--- src/rtl/mux_capture_fifo.sv ---
// -----------------------------------------------------------------------------
// mux_capture_fifo
//
// Captures the output word of an upstream 4:1 mux together with the selector
// value that produced it, and queues the pair in a first-word-fall-through
// FIFO for a downstream consumer. Words offered while the FIFO is full are
// rejected and tallied in a saturating drop counter.
//
// Ports
//   clk_i       rising-edge clock for all state
//   rst_ni      asynchronous active-low reset
//   data_i      upstream mux output word (DATA_WIDTH bits)
//   sel_i       selector that produced data_i, stored as a tag
//   valid_i     upstream word present this cycle
//   ready_o     FIFO can accept a word this cycle
//   data_o      head-of-FIFO data (0 when empty)
//   sel_o       head-of-FIFO selector tag (0 when empty)
//   valid_o     head entry is valid
//   ready_i     downstream accepts the head this cycle
//   count_o     current occupancy, 0..DEPTH
//   drop_cnt_o  saturating count of rejected words (sticks at 255)
//
// Handshake: a transfer happens on a rising clk_i edge exactly when valid and
// ready of the same channel are both 1 at that edge. ready_o depends only on
// registered state (never on valid_i), and valid_o depends only on registered
// state (never on ready_i), so neither side can form a combinational loop.
// -----------------------------------------------------------------------------
module mux_capture_fifo #(
    parameter int DATA_WIDTH = 8,
    parameter int DEPTH      = 8      // power of 2, at least 2
) (
    input  logic                    clk_i,
    input  logic                    rst_ni,
    input  logic [DATA_WIDTH-1:0]   data_i,
    input  logic [1:0]              sel_i,
    input  logic                    valid_i,
    output logic                    ready_o,
    output logic [DATA_WIDTH-1:0]   data_o,
    output logic [1:0]              sel_o,
    output logic                    valid_o,
    input  logic                    ready_i,
    output logic [$clog2(DEPTH):0]  count_o,
    output logic [7:0]              drop_cnt_o
);

    localparam int AW = $clog2(DEPTH);
    localparam int CW = AW + 1;
    localparam int EW = DATA_WIDTH + 2;   // {sel, data}

    localparam logic [CW-1:0] FULL_COUNT = CW'(DEPTH);
    localparam logic [7:0]    DROP_MAX   = 8'hFF;

    // Storage: deliberately not reset; the occupancy count decides what is valid.
    logic [EW-1:0] mem [DEPTH];

    logic [AW-1:0] wr_ptr;
    logic [AW-1:0] rd_ptr;
    logic [CW-1:0] count;
    logic [7:0]    drop_cnt;

    logic          push;
    logic          pop;
    logic [EW-1:0] head;

    // Flow control derived from registered occupancy only.
    assign ready_o = (count != FULL_COUNT);
    assign valid_o = (count != '0);

    // When full, ready_o is 0, so a simultaneous pop never lets the push in.
    assign push = valid_i & ready_o;
    assign pop  = valid_o & ready_i;

    // Fall-through read straight from storage; zeroed when nothing is queued
    // so stale or uninitialised entries never leak out.
    assign head   = mem[rd_ptr];
    assign data_o = valid_o ? head[DATA_WIDTH-1:0] : '0;
    assign sel_o  = valid_o ? head[EW-1 -: 2]      : '0;

    assign count_o    = count;
    assign drop_cnt_o = drop_cnt;

    always_ff @(posedge clk_i) begin
        if (push) begin
            mem[wr_ptr] <= {sel_i, data_i};
        end
    end

    // Pointers wrap by natural AW-bit overflow since DEPTH is a power of 2.
    always_ff @(posedge clk_i or negedge rst_ni) begin
        if (!rst_ni) begin
            wr_ptr <= '0;
            rd_ptr <= '0;
        end else begin
            if (push) begin
                wr_ptr <= wr_ptr + AW'(1);
            end
            if (pop) begin
                rd_ptr <= rd_ptr + AW'(1);
            end
        end
    end

    always_ff @(posedge clk_i or negedge rst_ni) begin
        if (!rst_ni) begin
            count <= '0;
        end else begin
            case ({push, pop})
                2'b10:   count <= count + CW'(1);
                2'b01:   count <= count - CW'(1);
                default: count <= count;
            endcase
        end
    end

    // Every cycle a word is offered while full counts as one drop.
    always_ff @(posedge clk_i or negedge rst_ni) begin
        if (!rst_ni) begin
            drop_cnt <= '0;
        end else if (valid_i && !ready_o && (drop_cnt != DROP_MAX)) begin
            drop_cnt <= drop_cnt + 8'd1;
        end
    end

endmodule

--- config.mk ---
export PLATFORM = sky130hd
export DESIGN_NAME = mux_capture_fifo
export DESIGN_NICKNAME = d
export VERILOG_FILES = /design/src/rtl/mux_capture_fifo.sv
export SDC_FILE = /design/constraint.sdc
export NUM_CORES = 1
export LEC_CHECK = 0
export ABC_AREA = 1
export BUFFER_PORTS_ARGS = -buffer_cell sky130_fd_sc_hd__buf_2
export CAP_MARGIN = 20
export CORE_MARGIN = 5
export CORE_UTILIZATION = 47
export CTS_CLUSTER_SIZE = 25
export DETAILED_ROUTE_END_ITERATION = 8
export PLACE_DENSITY = 0.65
export SLEW_MARGIN = 0
export SYNTH_ARGS = -nofsm -noshare
export SYNTH_HDL_FRONTEND = slang
export SYNTH_SLANG_ARGS = --single-unit
--- constraint.sdc ---
create_clock -name clk_i -period 3.75 [get_ports clk_i]
set_input_delay 0.75 -clock clk_i [delete_from_list [all_inputs] [get_ports clk_i]]
set_output_delay 0.75 -clock clk_i [all_outputs]
set_load 0.005 [all_outputs]
==> impl_summary.txt <==
----------------------------------------------------
[Place]
  Port Buf Inserts ... 37
  Place WS ... 1.31 ns
  Placed instance count ... a little over 500
  Placer congestion estimate ... 0.867
  HPWL after detailed placement ... around 5600 µm

[Cells and area]
  Total number of nets in the final design ... between 400 and 500
  Fraction of layout instances using a drive strength above 1 ... 15.9%
  Synth-to-layout area growth ... 11.8%
  Commonest non-fill, non-tap cell in the layout ... sky130_fd_sc_hd__nor2_1
  Fill cell count ... 740
  Antenna diodes ... 0
  Most frequent cells in the layout ... sky130_fd_sc_hd__nor2_1, sky130_fd_sc_hd__edfxtp_1, sky130_fd_sc_hd__nand2_1, sky130_fd_sc_hd__o21ai_0, sky130_fd_sc_hd__buf_2
  Post-Layout Cell Count ... between 500 and 600

[Detailed routing]
  Post-route antenna net violation count ... 0
  Via-to-Cell Ratio ... about 5.3
  Total routed wirelength ... 8640 µm
  Overall via count from detail_route ... between 2k and 3k
  DRC ... 0
  Average wire per standard cell ... 16.5 µm
  1st-pass router iterations ... 4
  DRC violation total after the first TritonRoute iteration ... 177

[Synth]
  Number of cells produced by synthesis ... roughly 370
  Synthesized area per cell ... 11.2 µm²
  Share of synthesized area occupied by flip-flops and latches ... 68.5%
  Combined area of all synthesized cells ... about 0.0042 mm²
  #FFs+latches synth ... 98
  Number of warnings issued by yosys ... 0
  Library cells used by synthesis ... 27
  Post-Synthesis Net Count ... 391

[Worst setup path]
  Worst Setup SP ... rd_ptr[1]
  Maximum single-stage delay on the critical path ... between 0.7 and 0.8 ns
  Crit Path Class ... reg2out
  Critical Path Sink Type ... output pin
  Critical path cell sequence ... buf_4 -> o21ai_0 -> o22ai_1 -> nor2_1 -> nor2_1 -> buf_2
  Worst R2R Start ... count_o[1]
  Startpoint Class ... flop
  Max stage delay cell, worst path ... sky130_fd_sc_hd__dfrtp_1
  Cell seen most often among critical-path stages ... sky130_fd_sc_hd__nor2_1
  Data arrival time of the critical path ... 2.06 ns
  Required time of the critical path ... 3.00 ns
  Logic depth of the worst register-to-register path ... 11
  Biggest fanout along the worst timing path ... 17

[Clock tree]
  Clk sink count ... 98
  Clock latency reported for the late side of the worst-skew pair ... ~0.37 ns
  Clock root buffer master ... sky130_fd_sc_hd__clkbuf_8
  Buffer levels on the longest clock path ... 2
  CTS HTree Levels ... 3
  Setup repair bufs after CTS ... 0
  Number of clock buffers inserted by TritonCTS ... 9
  Clock slew at reported path FFs ... 0.10 ns
  CTS-repair resized insts ... 0
  Number of buffers inserted by hold repair at cts ... 0
  Clock tree from TritonCTS ... done

[Floorplan]
  Number of top-level pins ... 38
  Die outline area ... 0.0108 mm²
  Row Count ... 34
  Core area ... approximately 0.0087 mm²
  Die Height ... 104 µm
  Horizontal extent of the die ... approximately 100 µm
  Effective utilization at floorplan ... 48.0%

[Timing]
  Final slew viol count ... 0
  # setup viols final ... 0
  Measured slew at the worst slew-check pin ... around 1.1 ns
  Clk_skew ... between 0.015 and 0.02 ns
  Max Fclk ... 356 MHz
  Final worst path period share ... 74.9%
  Final Hold Vio Count ... 0
  Setup TNS ... 0 ns
  Final worst slack ... 0.939 ns
  Tightest slew margin relative to the limit ... 28.9%
  Min Tclk post-route ... 2.81 ns
  Unrepaired setup endpoints after global routing ... false

[Global route]
  Global-route wire length before repair ... 14100 µm
  Largest net degree at the start of global routing ... between 40 and 50
  Antenna violations before repair ... 0
  Global-route usage over all layers ... between 10% and 20%
  Global route overflow ... 0
  Vias in the first global route ... approximately 2.7k

[Power]
  Pleak ... 1.81 nW
  Maximum ir drop on the vdd rail ... 298 µV
  Areal power density over the cells ... approximately 740 mW/mm²

[Run]
  Count of max-cap constraint violations ... 0

[Run status]
  Status ... finished clean

[Min path]
  Hold Path Class ... in2async

----------------------------------------------------
synth_stat cells:
cell type	count	area share [%]
sky130_fd_sc_hd__nand2_1	59	5.3
sky130_fd_sc_hd__dfrtp_1	18	11
sky130_fd_sc_hd__buf_4	1	0.18
sky130_fd_sc_hd__xnor2_1	9	1.9
sky130_fd_sc_hd__clkbuf_1	5	0.45
sky130_fd_sc_hd__inv_2	1	0.090
sky130_fd_sc_hd__nand3_1	5	0.60
sky130_fd_sc_hd__o211ai_1	10	1.8
sky130_fd_sc_hd__xor2_1	3	0.63
sky130_fd_sc_hd__nand4_1	1	0.15
sky130_fd_sc_hd__o21ai_1	6	0.72
sky130_fd_sc_hd__nor2_1	86	7.8
sky130_fd_sc_hd__clkinv_1	1	0.090
sky130_fd_sc_hd__nand3_2	1	0.24
sky130_fd_sc_hd__clkbuf_2	2	0.24
sky130_fd_sc_hd__buf_6	1	0.27
sky130_fd_sc_hd__a21oi_1	1	0.12
sky130_fd_sc_hd__edfxtp_1	80	58
sky130_fd_sc_hd__o22ai_1	10	1.5
sky130_fd_sc_hd__or2_1	1	0.15
sky130_fd_sc_hd__o21ai_2	3	0.63
sky130_fd_sc_hd__buf_2	5	0.60
sky130_fd_sc_hd__inv_1	14	1.3
sky130_fd_sc_hd__ha_1	6	1.8
sky130_fd_sc_hd__nand2_2	1	0.15
sky130_fd_sc_hd__buf_1	2	0.18
sky130_fd_sc_hd__o21ai_0	39	4.7
routing by layer:
layer / GRT usage [%] / share of wire (%)
met1: 21.5 / 46
met2: 27.3 / 49
met3: 2.92 / 4.0
met4: 6.94 / 1.4
met5: 0 / 0
stage by stage:
step | instance area, µm² | total power, mW | hold slack [ns] | util (%)
2_1_floorplan | 4170 | 2.36 | 0.454 | -
3_3_place_gp | 4460 | 2.77 | 0.534 | 51.4
3_5_place_dp | 4460 | 2.79 | 0.541 | 51.4
4_1_cts | 4660 | 3.48 | 0.303 | 53.7
5_1_grt | 4660 | 3.71 | 0.323 | 53.7
6_report | 4660 | 3.45 | 0.301 | 53.7
registers in the layout, indices dropped and copies added (netlist names):
name	count
count_o	4
drop_cnt_o	8
mem	80
rd_ptr	3
wr_ptr	3
kinds of logic (layout without fill, tap and decap cells):
kind of cell / Yosys count / in the layout / share of synthesized area, %
compound gates: 69 / 69 / 9.46
simple gates: 154 / 154 / 14.4
xor+xnor: 12 / 12 / 2.52
flops: 98 / 98 / 68.5
buf+inv: 32 / 76 / 3.36
fa+ha+maj: 6 / 6 / 1.80
critical path, delay by kind of cell, from the launching register on:
kind | cells | cell delay (ns)
AOI/OAI and AO/OA | 2 | 0.29
buffers and inverters | 2 | 0.47
DFF | 1 | 0.72
and+or+nand+nor | 2 | 0.23
path summary, 6_finish.rpt:
path / end / slack [ns]
max in group asynchronous: wr_ptr[1] / 3.15
worst max register to register: count_o[2] / 1.41
worst max-delay path: data_o[7] / 0.94
worst min-delay path: count_o[2] / 0.30
worst min register to register: drop_cnt_o[7] / 0.56
min in group clk_i: drop_cnt_o[7] / 0.56
power by group:
part           internal (mW)  switching [mW]
clock                  0.313           0.375
sequential              1.38           0.162
combinational          0.450           0.770
total                   2.14            1.31
final cells by class:
cell class	instances	area [µm²]	share of cell area [%]
clock buffer	9	124	2.66
timing repair buffer	44	238	5.10
clock inverter	7	76.3	1.64
inverter	16	60.1	1.29
sequential	98	2850	61.2
tap	108	135	2.90
multi-input combinational	241	1170	25.2
No activity file was read; power rests on OpenSTA's default activity.
